**config.mk**
```make
export PLATFORM = sky130hd
export DESIGN_NAME = mult_share_arbiter
export DESIGN_NICKNAME = d
export VERILOG_FILES = /design/src/rtl/mult_share_arbiter.sv
export SDC_FILE = /design/constraint.sdc
export NUM_CORES = 1
export LEC_CHECK = 0
export ABC_AREA = 1
export CORE_MARGIN = 10
export CORE_UTILIZATION = 44
export CTS_CLUSTER_DIAMETER = 120
export DETAILED_ROUTE_END_ITERATION = 8
export PLACE_DENSITY = 0.73
export REMOVE_ABC_BUFFERS = 1
export SYNTH_ARGS = -nofsm -noshare
export SYNTH_HDL_FRONTEND = slang
export SYNTH_SLANG_ARGS = --single-unit
```
**constraint.sdc**
```tcl
create_clock -name clk -period 3.31 [get_ports clk]
set_clock_uncertainty 0.2 [all_clocks]
set_input_delay 0.4965 -clock clk [delete_from_list [all_inputs] [get_ports clk]]
set_output_delay 0.4965 -clock clk [all_outputs]
set_load 0.05 [all_outputs]
```
**src/rtl/mult_share_arbiter.sv**
```systemverilog
// Round-robin sharing of one pipelined multiplier among NUM_REQ requesters, with a tag pipe
// and one-entry response buffer per requester. `define MSA_PERF_CNT_EN adds ops_done/stall_cycles.

module msa_lane #(
  parameter int WIDTH = 4
) (
  input  logic               clk,
  input  logic               rstn,
  input  logic               grant_i,
  input  logic               cap_i,
  input  logic               drop_i,
  input  logic               ack_i,
  input  logic [2*WIDTH-1:0] res_i,
  output logic               busy_o,
  output logic               rsp_valid_o,
  output logic [2*WIDTH-1:0] rsp_data_o
);
  logic               busy_q, busy_d, vld_q, vld_d, done;
  logic [2*WIDTH-1:0] data_q, data_d;

  always_comb begin
    done   = vld_q & ack_i;
    busy_d = busy_q;
    vld_d  = vld_q;
    data_d = data_q;
    if (grant_i)              busy_d = 1'b1;
    else if (done || drop_i)  busy_d = 1'b0;
    if (cap_i) begin
      vld_d  = 1'b1;
      data_d = res_i;
    end else if (done) begin
      vld_d  = 1'b0;
    end
  end

  always_ff @(posedge clk) begin
    if (rstn) begin
      busy_q <= 1'b0;
      vld_q  <= 1'b0;
      data_q <= '0;
    end else begin
      busy_q <= busy_d;
      vld_q  <= vld_d;
      data_q <= data_d;
    end
  end

  assign busy_o      = busy_q;
  assign rsp_valid_o = vld_q;
  assign rsp_data_o  = data_q;
endmodule

module mult_share_arbiter #(
  parameter int NUM_REQ = 4,
  parameter int WIDTH   = 4,
  parameter int LATENCY = 4,
  parameter int TAG_W   = 2
) (
  input  logic                       clk,
  input  logic                       rstn,
  input  logic [NUM_REQ-1:0]         req_valid,
  input  logic [NUM_REQ*WIDTH-1:0]   req_a,
  input  logic [NUM_REQ*WIDTH-1:0]   req_b,
  output logic [NUM_REQ-1:0]         req_ready,
  output logic [NUM_REQ-1:0]         rsp_valid,
  output logic [NUM_REQ*2*WIDTH-1:0] rsp_data,
  input  logic [NUM_REQ-1:0]         rsp_ack,
  output logic                       mul_data_rdy,
  output logic [WIDTH-1:0]           mul_mult1,
  output logic [WIDTH-1:0]           mul_mult2,
  input  logic                       mul_res_rdy,
  input  logic [2*WIDTH-1:0]         mul_res,
`ifdef MSA_PERF_CNT_EN
  output logic [15:0]                ops_done,
  output logic [15:0]                stall_cycles,
`endif
  output logic                       err
);
  localparam int STAGES = LATENCY;

  logic [NUM_REQ-1:0]              busy, elig, gnt, cap_vec, drop_vec;
  logic [TAG_W-1:0]                ptr_q, ptr_d, gnt_idx, tail_tag;
  logic [TAG_W:0]                  cand;
  // Stage 0 is the issue register itself; stage STAGES lines up with mul_res_rdy.
  logic [STAGES:0]                 vld_pipe_q, ghost_q;
  logic [STAGES:0][TAG_W-1:0]      tag_pipe_q;
  logic [WIDTH-1:0]                m1_q, m2_q;
  logic                            err_q, err_d;
  logic                            tail_v, stale, cap, drop, spurious;

  assign elig = req_valid & ~busy;

  always_comb begin
    gnt     = '0;
    gnt_idx = '0;
    cand    = '0;
    for (int k = 0; k < NUM_REQ; k++) begin
      cand = {1'b0, ptr_q} + (TAG_W+1)'(k);
      if (cand >= (TAG_W+1)'(NUM_REQ)) cand = cand - (TAG_W+1)'(NUM_REQ);
      if (!rstn && gnt == '0 && elig[cand[TAG_W-1:0]]) begin
        gnt[cand[TAG_W-1:0]] = 1'b1;
        gnt_idx              = cand[TAG_W-1:0];
      end
    end
  end

  always_comb begin
    ptr_d = ptr_q;
    if (gnt != '0)
      ptr_d = (gnt_idx == TAG_W'(NUM_REQ-1)) ? '0 : gnt_idx + TAG_W'(1);
  end

  assign tail_v   = vld_pipe_q[STAGES];
  assign tail_tag = tag_pipe_q[STAGES];
  assign stale    = ghost_q[STAGES];
  assign cap      = tail_v & mul_res_rdy;
  assign drop     = tail_v & ~mul_res_rdy;
  assign spurious = mul_res_rdy & ~tail_v & ~stale;
  assign err_d    = err_q | drop | spurious;

  always_ff @(posedge clk) begin
    // Shadow of operations discarded by reset, so their late results are ignored silently.
    ghost_q[0] <= 1'b0;
    for (int k = 1; k <= STAGES; k++)
      ghost_q[k] <= ghost_q[k-1] | (rstn & vld_pipe_q[k-1]);
    if (rstn) begin
      ptr_q      <= '0;
      vld_pipe_q <= '0;
      tag_pipe_q <= '0;
      m1_q       <= '0;
      m2_q       <= '0;
      err_q      <= 1'b0;
    end else begin
      ptr_q      <= ptr_d;
      err_q      <= err_d;
      vld_pipe_q <= {vld_pipe_q[STAGES-1:0], |gnt};
      tag_pipe_q <= {tag_pipe_q[STAGES-1:0], gnt_idx};
      if (gnt != '0) begin
        m1_q <= req_a[int'(gnt_idx)*WIDTH +: WIDTH];
        m2_q <= req_b[int'(gnt_idx)*WIDTH +: WIDTH];
      end
    end
  end

  for (genvar i = 0; i < NUM_REQ; i++) begin : g_lane
    assign cap_vec[i]  = cap  && (tail_tag == TAG_W'(i));
    assign drop_vec[i] = drop && (tail_tag == TAG_W'(i));
    msa_lane #(.WIDTH(WIDTH)) u_lane (
      .clk         (clk),
      .rstn        (rstn),
      .grant_i     (gnt[i]),
      .cap_i       (cap_vec[i]),
      .drop_i      (drop_vec[i]),
      .ack_i       (rsp_ack[i]),
      .res_i       (mul_res),
      .busy_o      (busy[i]),
      .rsp_valid_o (rsp_valid[i]),
      .rsp_data_o  (rsp_data[i*2*WIDTH +: 2*WIDTH])
    );
  end

  assign req_ready    = gnt;
  assign mul_data_rdy = vld_pipe_q[0];
  assign mul_mult1    = m1_q;
  assign mul_mult2    = m2_q;
  assign err          = err_q;

`ifdef MSA_PERF_CNT_EN
  logic [15:0] ops_q, stall_q;
  always_ff @(posedge clk) begin
    if (rstn) begin
      ops_q   <= '0;
      stall_q <= '0;
    end else begin
      if (cap) ops_q <= ops_q + 16'd1;
      if (req_valid != '0 && gnt == '0 && stall_q != 16'hFFFF) stall_q <= stall_q + 16'd1;
    end
  end
  assign ops_done     = ops_q;
  assign stall_cycles = stall_q;
`endif
endmodule

```
# After elaboration in Yosys (flattened, before gate mapping)
# Index checks and enable logic that the tools add are counted.
[word_totals]
register_bits = 70
input_bits = 51
output_inout_bits = 50
elab_cells = 157
[op_classes]
n_addsub = 8
order_cmp = 12
eq_ne = 4
shift = 2
muxes = 45
bitwise_logic = 25
reduce_logical = 38
[op_table]
columns = ["operator", "n"]
rows = [
  ["variable part select 16 x 5 -> 4 bit", 2],
  ["2-to-1 mux 1 bit", 24],
  ["logical AND 1 bit", 19],
  ["2-to-1 mux 2 bit", 9],
  ["2-to-1 mux 4 bit", 4],
  ["nonzero test 2 bit", 8],
  ["bitwise AND 1 bit", 12],
  ["zero test 4 bit", 3],
  ["less-than comparator 2 x 3 -> 1 bit (second input constant)", 4],
  ["bitwise OR 4 bit", 3],
  ["greater-or-equal comparator 3 bit (second input constant)", 3],
  ["binary-select mux 1 bit (select 2 bit)", 4],
  ["demux 1 bit (select 2 bit)", 4],
  ["greater-or-equal comparator 2 x 1 -> 1 bit (second input constant)", 4],
  ["subtractor 2 x 1 -> 2 bit (second input constant)", 4],
  ["adder 2 x 2 -> 3 bit (second input constant)", 2],
  ["== test 2 bit (second input constant)", 3],
  ["bitwise OR 1 bit", 5],
  ["bitwise AND 4 bit", 1],
  ["logical OR 1 bit", 4],
  ["inverter 4 bit", 1],
  ["nonzero test 4 bit", 1],
  ["OR reduction 4 bit", 1],
  ["adder 2 x 1 -> 3 bit (second input constant)", 1],
  ["other kinds (6)", 8],
]

# Depth between registers and ports, before layout
[logic_depth]
word_depth = 21
ltp_mapped = 21
depth_no_buf = 21

# Modules after synthesis
# Synthesis repeated with hierarchy kept, for this count alone.
[unflattened]
cells_unflattened = 474
hier_area_um2 = 3694.8
[modules_own_cells]
columns = ["module", "n_inst", "cells_each", "area_per_inst_um2", "seq_area_each_um2"]
rows = [
  ["mult_share_arbiter", 1, 294, 2048.2, 600.6],
  ["msa_lane", 4, 45, 411.6, 200.2],
]

# Worst setup path after synthesis
# OpenSTA, ideal clock, no wires.
[synth_path]
path_kind = "register -> output"
start = "register ptr_q[1]"
end = "output port req_ready[0]"
t_arrival_ns = 2.433
t_required_ns = 2.613
slack_ns = 0.180
path_stages_with_launch = 16
path_buffers = 1
path_cell_list = "dfxtp_1 > inv_1 > ha_1 > inv_1 > nand2_1 > nand3_2 > nor2_4 > nand3_1 > nand2_2 > nor2_4 > nand4_1 > nand2_2 > nor2_4 > nand3_1 > nand2_2 > buf_4"
[synth_between]
elab_chain_cells = 19
elab_cells_between_ends = 60
cone_classes = "add/sub (7); order compare (12); mux (24); bitwise (3); reduce/logical (14)"
[synth_lines]
columns = ["item", "line_no", "rtl"]
rows = [
  ["start: declaration", "82", "logic [TAG_W-1:0] ptr_q, ptr_d, gnt_idx, tail_tag;"],
  ["start signal: assignment", "134", "ptr_q <= ptr_d;"],
  ["greater-or-equal comparator 2 x 3 -> 1 bit or subtractor 2 x 1 -> 2 bit (tied branches)", "99", "if (cand >= (TAG_W+1)'(NUM_REQ)) cand = cand - (TAG_W+1)'(NUM_REQ);"],
  ["2-to-1 mux 2 bit", "99", ""],
  ["less-than comparator 2 x 3 -> 1 bit (implied by the code) or greater-or-equal comparator 2 x 1 -> 1 bit (tied branches)", "101", "gnt[cand[TAG_W-1:0]] = 1'b1;"],
  ["logical AND 1 bit (implied by the code)", "101", ""],
  ["2-to-1 mux 1 bit (implied by the code)", "101", ""],
  ["demux 1 bit (select 2 bit)", "101", ""],
  ["2-to-1 mux 4 bit", "100", "if (!rstn && gnt == '0 && elig[cand[TAG_W-1:0]]) begin"],
  ["zero test 4 bit", "100", ""],
  ["logical AND 1 bit (2 in a row)", "100", ""],
  ["2-to-1 mux 4 bit", "100", ""],
  ["zero test 4 bit", "100", ""],
  ["logical AND 1 bit (2 in a row)", "100", ""],
  ["2-to-1 mux 4 bit", "100", ""],
  ["zero test 4 bit", "100", ""],
  ["logical AND 1 bit (2 in a row)", "100", ""],
  ["2-to-1 mux 4 bit *", "100", ""],
  ["end: declaration", "64", "output logic [NUM_REQ-1:0] req_ready,"],
]
# Mark *: on every way between the ends. The rest lies on a longest branch, timed or not. The select of a mux whose other input is x is not followed.

# Worst setup path after layout
[layout_path]
start = "register ptr_q[0]"
end = "output port req_ready[1]"
# The elaborated chain is that of the path after synthesis.

==> run summary <==
The first global-routing pass estimated 16.04 mm of wire. Entering global routing, the biggest net connects 49 pins. In this run the remaining antenna-violating nets after routing total 0. The total power came out at 4914 uW. The critical path in this run is classified as reg -> out.

Number of hold buffers added after cts: 0. The number of nets in the finished design came out at 657. In the layout the commonest cells are clkdlybuf4s50_1 (92), nor2_1 (79), dfxtp_1 (69). The clock drives 70 sinks. With fillers left out, the area of the finished cells amounts to 5194 um^2.

The logs give 0.33 ns for the insertion delay of the later-clocked pin in the worst-skew pair and 0.0007897 V for the largest vdd supply drop. The kind of cell adding the most delay to the critical path was simple AND/OR/NAND/NOR gates. The total count of hold-check failures in the final report is 0.

The net switching power was 2219 uW. The largest stage delay on the critical path is 0.39 ns. The tightest min-delay check is of the reg -> reg type. Dividing the synthesized area by the synthesized cell count gives 7.612 um^2.

The total count of max-transition violations in the final report came out at 0. Derived from the worst setup path, the maximum achievable clock frequency is 312.2 MHz. Counting instances, the worst hold path has a depth of 2. The run gives 0 as the post-detailed-route DRC marker count. The startpoint identified for the worst hold timing path is tag_pipe_q[7].

The flow ran to the end, and the final reports show no timing, DRC or antenna violations. Internal power comes to 2695 uW. At the pin with the least slew margin, the transition time is 0.5518 ns.

The clock tree synthesis step divided the H-tree into 3 levels. The critical path goes through clkinv_8, ha_4, inv_4, nand2_2, nand3_2, nor2_4, nand3_2, nand2_4, nor2_4, nand4_1, nand3_2, nor2_4, nand3_2, nand2_4, buf_12. Setup repair after global routing could not meet its margin everywhere. STA classifies the critical path startpoint as a flip-flop. The die is 109.8 um tall. The area occupied by multi-input gates is 1842 um^2. The tools report the leakage component of the power as 0.002285 uW. In this run the horizontal extent of the chip is 109.8 um. The final-layout setup total negative slack was 0 ns.

The tightest hold path in the finished design has a slack of 0.1959 ns. Worst-path maximum fanout: 7. The number of antenna diodes in the final layout is 0. The run gives 4842 um^2 as the placed cell area. The post-route clock period utilization works out to 96.75%.

The count of boundary I/O pins is 101, and the area overhead of the layout relative to synthesis is 46.42%. The biggest area contributor in the post-synthesis netlist is dfxtp_1. The tools report the netlist area before placement as 3547 um^2.

Setup slack closes at 0.1074 ns. During synthesis, Yosys emitted a total of 0 warnings. The tools report the worst path required time as 2.61 ns.

The via total after detailed routing is 3,500, and the ratio of cells with drive above 1 in the final layout is 20.60%. The fraction of power consumed by the clock network came out at 13.1%. The share of total power consumed by net switching is 45.16%. Synthesis inferred 70 register bits. The number of global-route vias before repair was 3,243; the floorplan row count was 32.

The HPWL after detailed placement is 7.986 mm. The endpoint identified for the worst register-to-register timing path is mul_mult1[0]. After filler insertion, the fill cell instance count of the layout stands at 644. For the total routing resource utilization after global routing, the log shows 16.70%. The number of violations reported at the end of detailed-routing iteration 0 was 182; the initial standard-cell utilization of the core was 45.67%. For the number of iterations in the first detailed-routing pass, the log shows 4. The most numerous cell on the critical path is nand3_2. Of the total power, registers draw 21.4%. The die covers 12,050 um^2. Buffer and inverter count on the worst path: 3. In this run the register-to-register setup slack is 0.23 ns. The worst hold path terminates at tail_tag[1]. For this design, the slowest cell found on the critical path is dfxtp_4.

The distinct cell type count of the synthesized netlist came out at 40. The average wire per standard cell came out at 15.09 um. The share of synthesized area occupied by flip-flops and latches was 39.51%; the ratio of routed vias to standard cells was 4.972. After clock tree synthesis, the clock-pin slew on the worst setup and hold paths is 0.07 ns. At the worst endpoint, the arrival time is 2.51 ns. Number of port buffers: 100.

Before CTS, the worst setup slack after placement is -0.1475 ns. Critical path endpoint category: an output port. The depth of the worst register-to-register path was 19. The routed design has 10.62 mm of wire. Dividing total power by cell area gives a power density of 946.1 nW/um^2. In this run the clock root is driven by a clkbuf_8. TritonCTS built the clock tree. The number of antenna violations at the first check in global routing is 0, and the number of maximum-capacitance constraint violations is 0.

The worst path needs 3.203 ns of the cycle, external delays included. The core area came out at 7767 um^2. In this run the critical register-to-register path is launched from ptr_q[0]. The clock passes through at most 2 buffers. For the register area, the log shows 1405 um^2. Setup violations remaining at the end of the flow were counted as 0. The share of Yosys cell area claimed by the top area cell type was 39.51%; the global route total overflow was 0. Headroom to the max-slew limit came out at 63.10%. Leaving out fill and tap cells, the most frequent cell in the layout is clkdlybuf4s50_1.

Clock tree synthesis inserted a total of 9 buffers. By area the synthesized netlist is led by dfxtp_1 (40%), nand3_1 (8.9%), nor2_1 (8.4%), o21ai_0 (5.6%), inv_1 (5.4%). Routability-driven placement finished with a final weighted congestion of 0.8435. Synthesis produced a netlist whose cell count is 466. For the proportion of power drawn by combinational gates, the log shows 65.5%.
## per-stage QoR
step	std cells	utilization (%)
5_1_grt	704	66.87
4_1_cts	696	65.08
3_3_place_gp	677	62.34
6_report	704	66.87
3_5_place_dp	677	62.34
2_1_floorplan	446	-
## cell families after synthesis
| kind of cell | synth area share, % |
|---|---|
| adder cells (fa/ha/maj) | 2.822 |
| flip-flops | 39.51 |
| AND/OR/NAND/NOR | 35.06 |
| buffers and inverters | 9.982 |
| AO/OA/AOI/OAI | 12.63 |
## metal layers
metal  GRT usage, %  routed length, um  vias to the layer above
met1          20.04               4363                     1638
met4          6.320                229                        0
met5              0                  0                        -
met3          3.452                466                       14
met2          28.62               5561                       82
li1               -                  -                     1766
## worst max path at each step
stage	from	end	slack, ns	depth (start not counted)
final	ptr_q[0]	req_ready[1]	0.11	15
after detailed placement	req_valid[2]	mul_mult1[2]	-0.15	18
after global routing	ptr_q[0]	req_ready[1]	-0.05	15
after global placement	req_valid[3]	req_ready[2]	-0.03	16
after CTS	req_valid[3]	req_ready[2]	0.02	16
after floorplan	rstn	ptr_q[1]	-0.10	17
## power groups by stage
stage / clock [uW] / sequential (uW) / combinational [uW]
2_1_floorplan: 0 / 1250 / 1700
3_3_place_gp: 0 / 1060 / 2960
3_5_place_dp: 0 / 1060 / 3010
4_1_cts: 655 / 1050 / 3090
5_1_grt: 697 / 1070 / 3510
6_report: 642 / 1050 / 3220
## tightest hold or removal path, stage by stage, from the launching register on
cell and delay, ns:
dfxtp_1 0.30, inv_1 0.04, nor2_1 0.03
## Yosys cell counts
cell,n
o21ai_2,1
ha_1,8
clkinv_1,4
nand2_1,49
o21ai_1,2
nor2_1,79
o211ai_1,1
nand2_4,4
nor2_4,7
nor2_2,1
o21bai_4,1
buf_4,10
o311a_1,1
nand2_2,10
nor2_8,1
or2_2,1
and2_4,1
o21ai_0,40
and2_1,1
nor3_1,7
o31ai_4,1
inv_8,1
a31oi_1,1
inv_1,51
buf_1,1
o21bai_1,3
nand3_1,63
clkbuf_1,6
a211oi_1,3
nand3b_1,1
nand4_1,3
nand3_2,10
buf_2,1
a21oi_2,9
inv_2,2
nand3_4,3
a21oi_1,5
dfxtp_1,70
o21ai_4,1
buf_6,2
## final cells by class
type	count	area share (%)
multi-input combinational	318	35.46
sequential	70	27.05
timing repair buffer	141	27.03
inverter	58	4.529
clock buffer	11	2.530
tap	102	2.457
clock inverter	4	0.9395
## sequential cells by signal, summed over array words and instances (netlist names)
| register | count |
|---|---|
| mul_mult2 | 4 |
| g_lane.u_lane.rsp_data_o | 32 |
| g_lane.u_lane.busy_o | 4 |
| tail_tag | 2 |
| err | 1 |
| vld_pipe_q | 5 |
| mul_mult1 | 4 |
| ghost_q | 4 |
| tag_pipe_q | 8 |
| g_lane.u_lane.rsp_valid_o | 4 |
| ptr_q | 2 |
## timing repair
action | in CTS | in global routing
endpoints found under the setup margin | 4 | 13
resized for setup | 2 | 21
setup buffers | 4 | 8
pin swaps | 5 | 16
(Power assumes the default switching activity.)
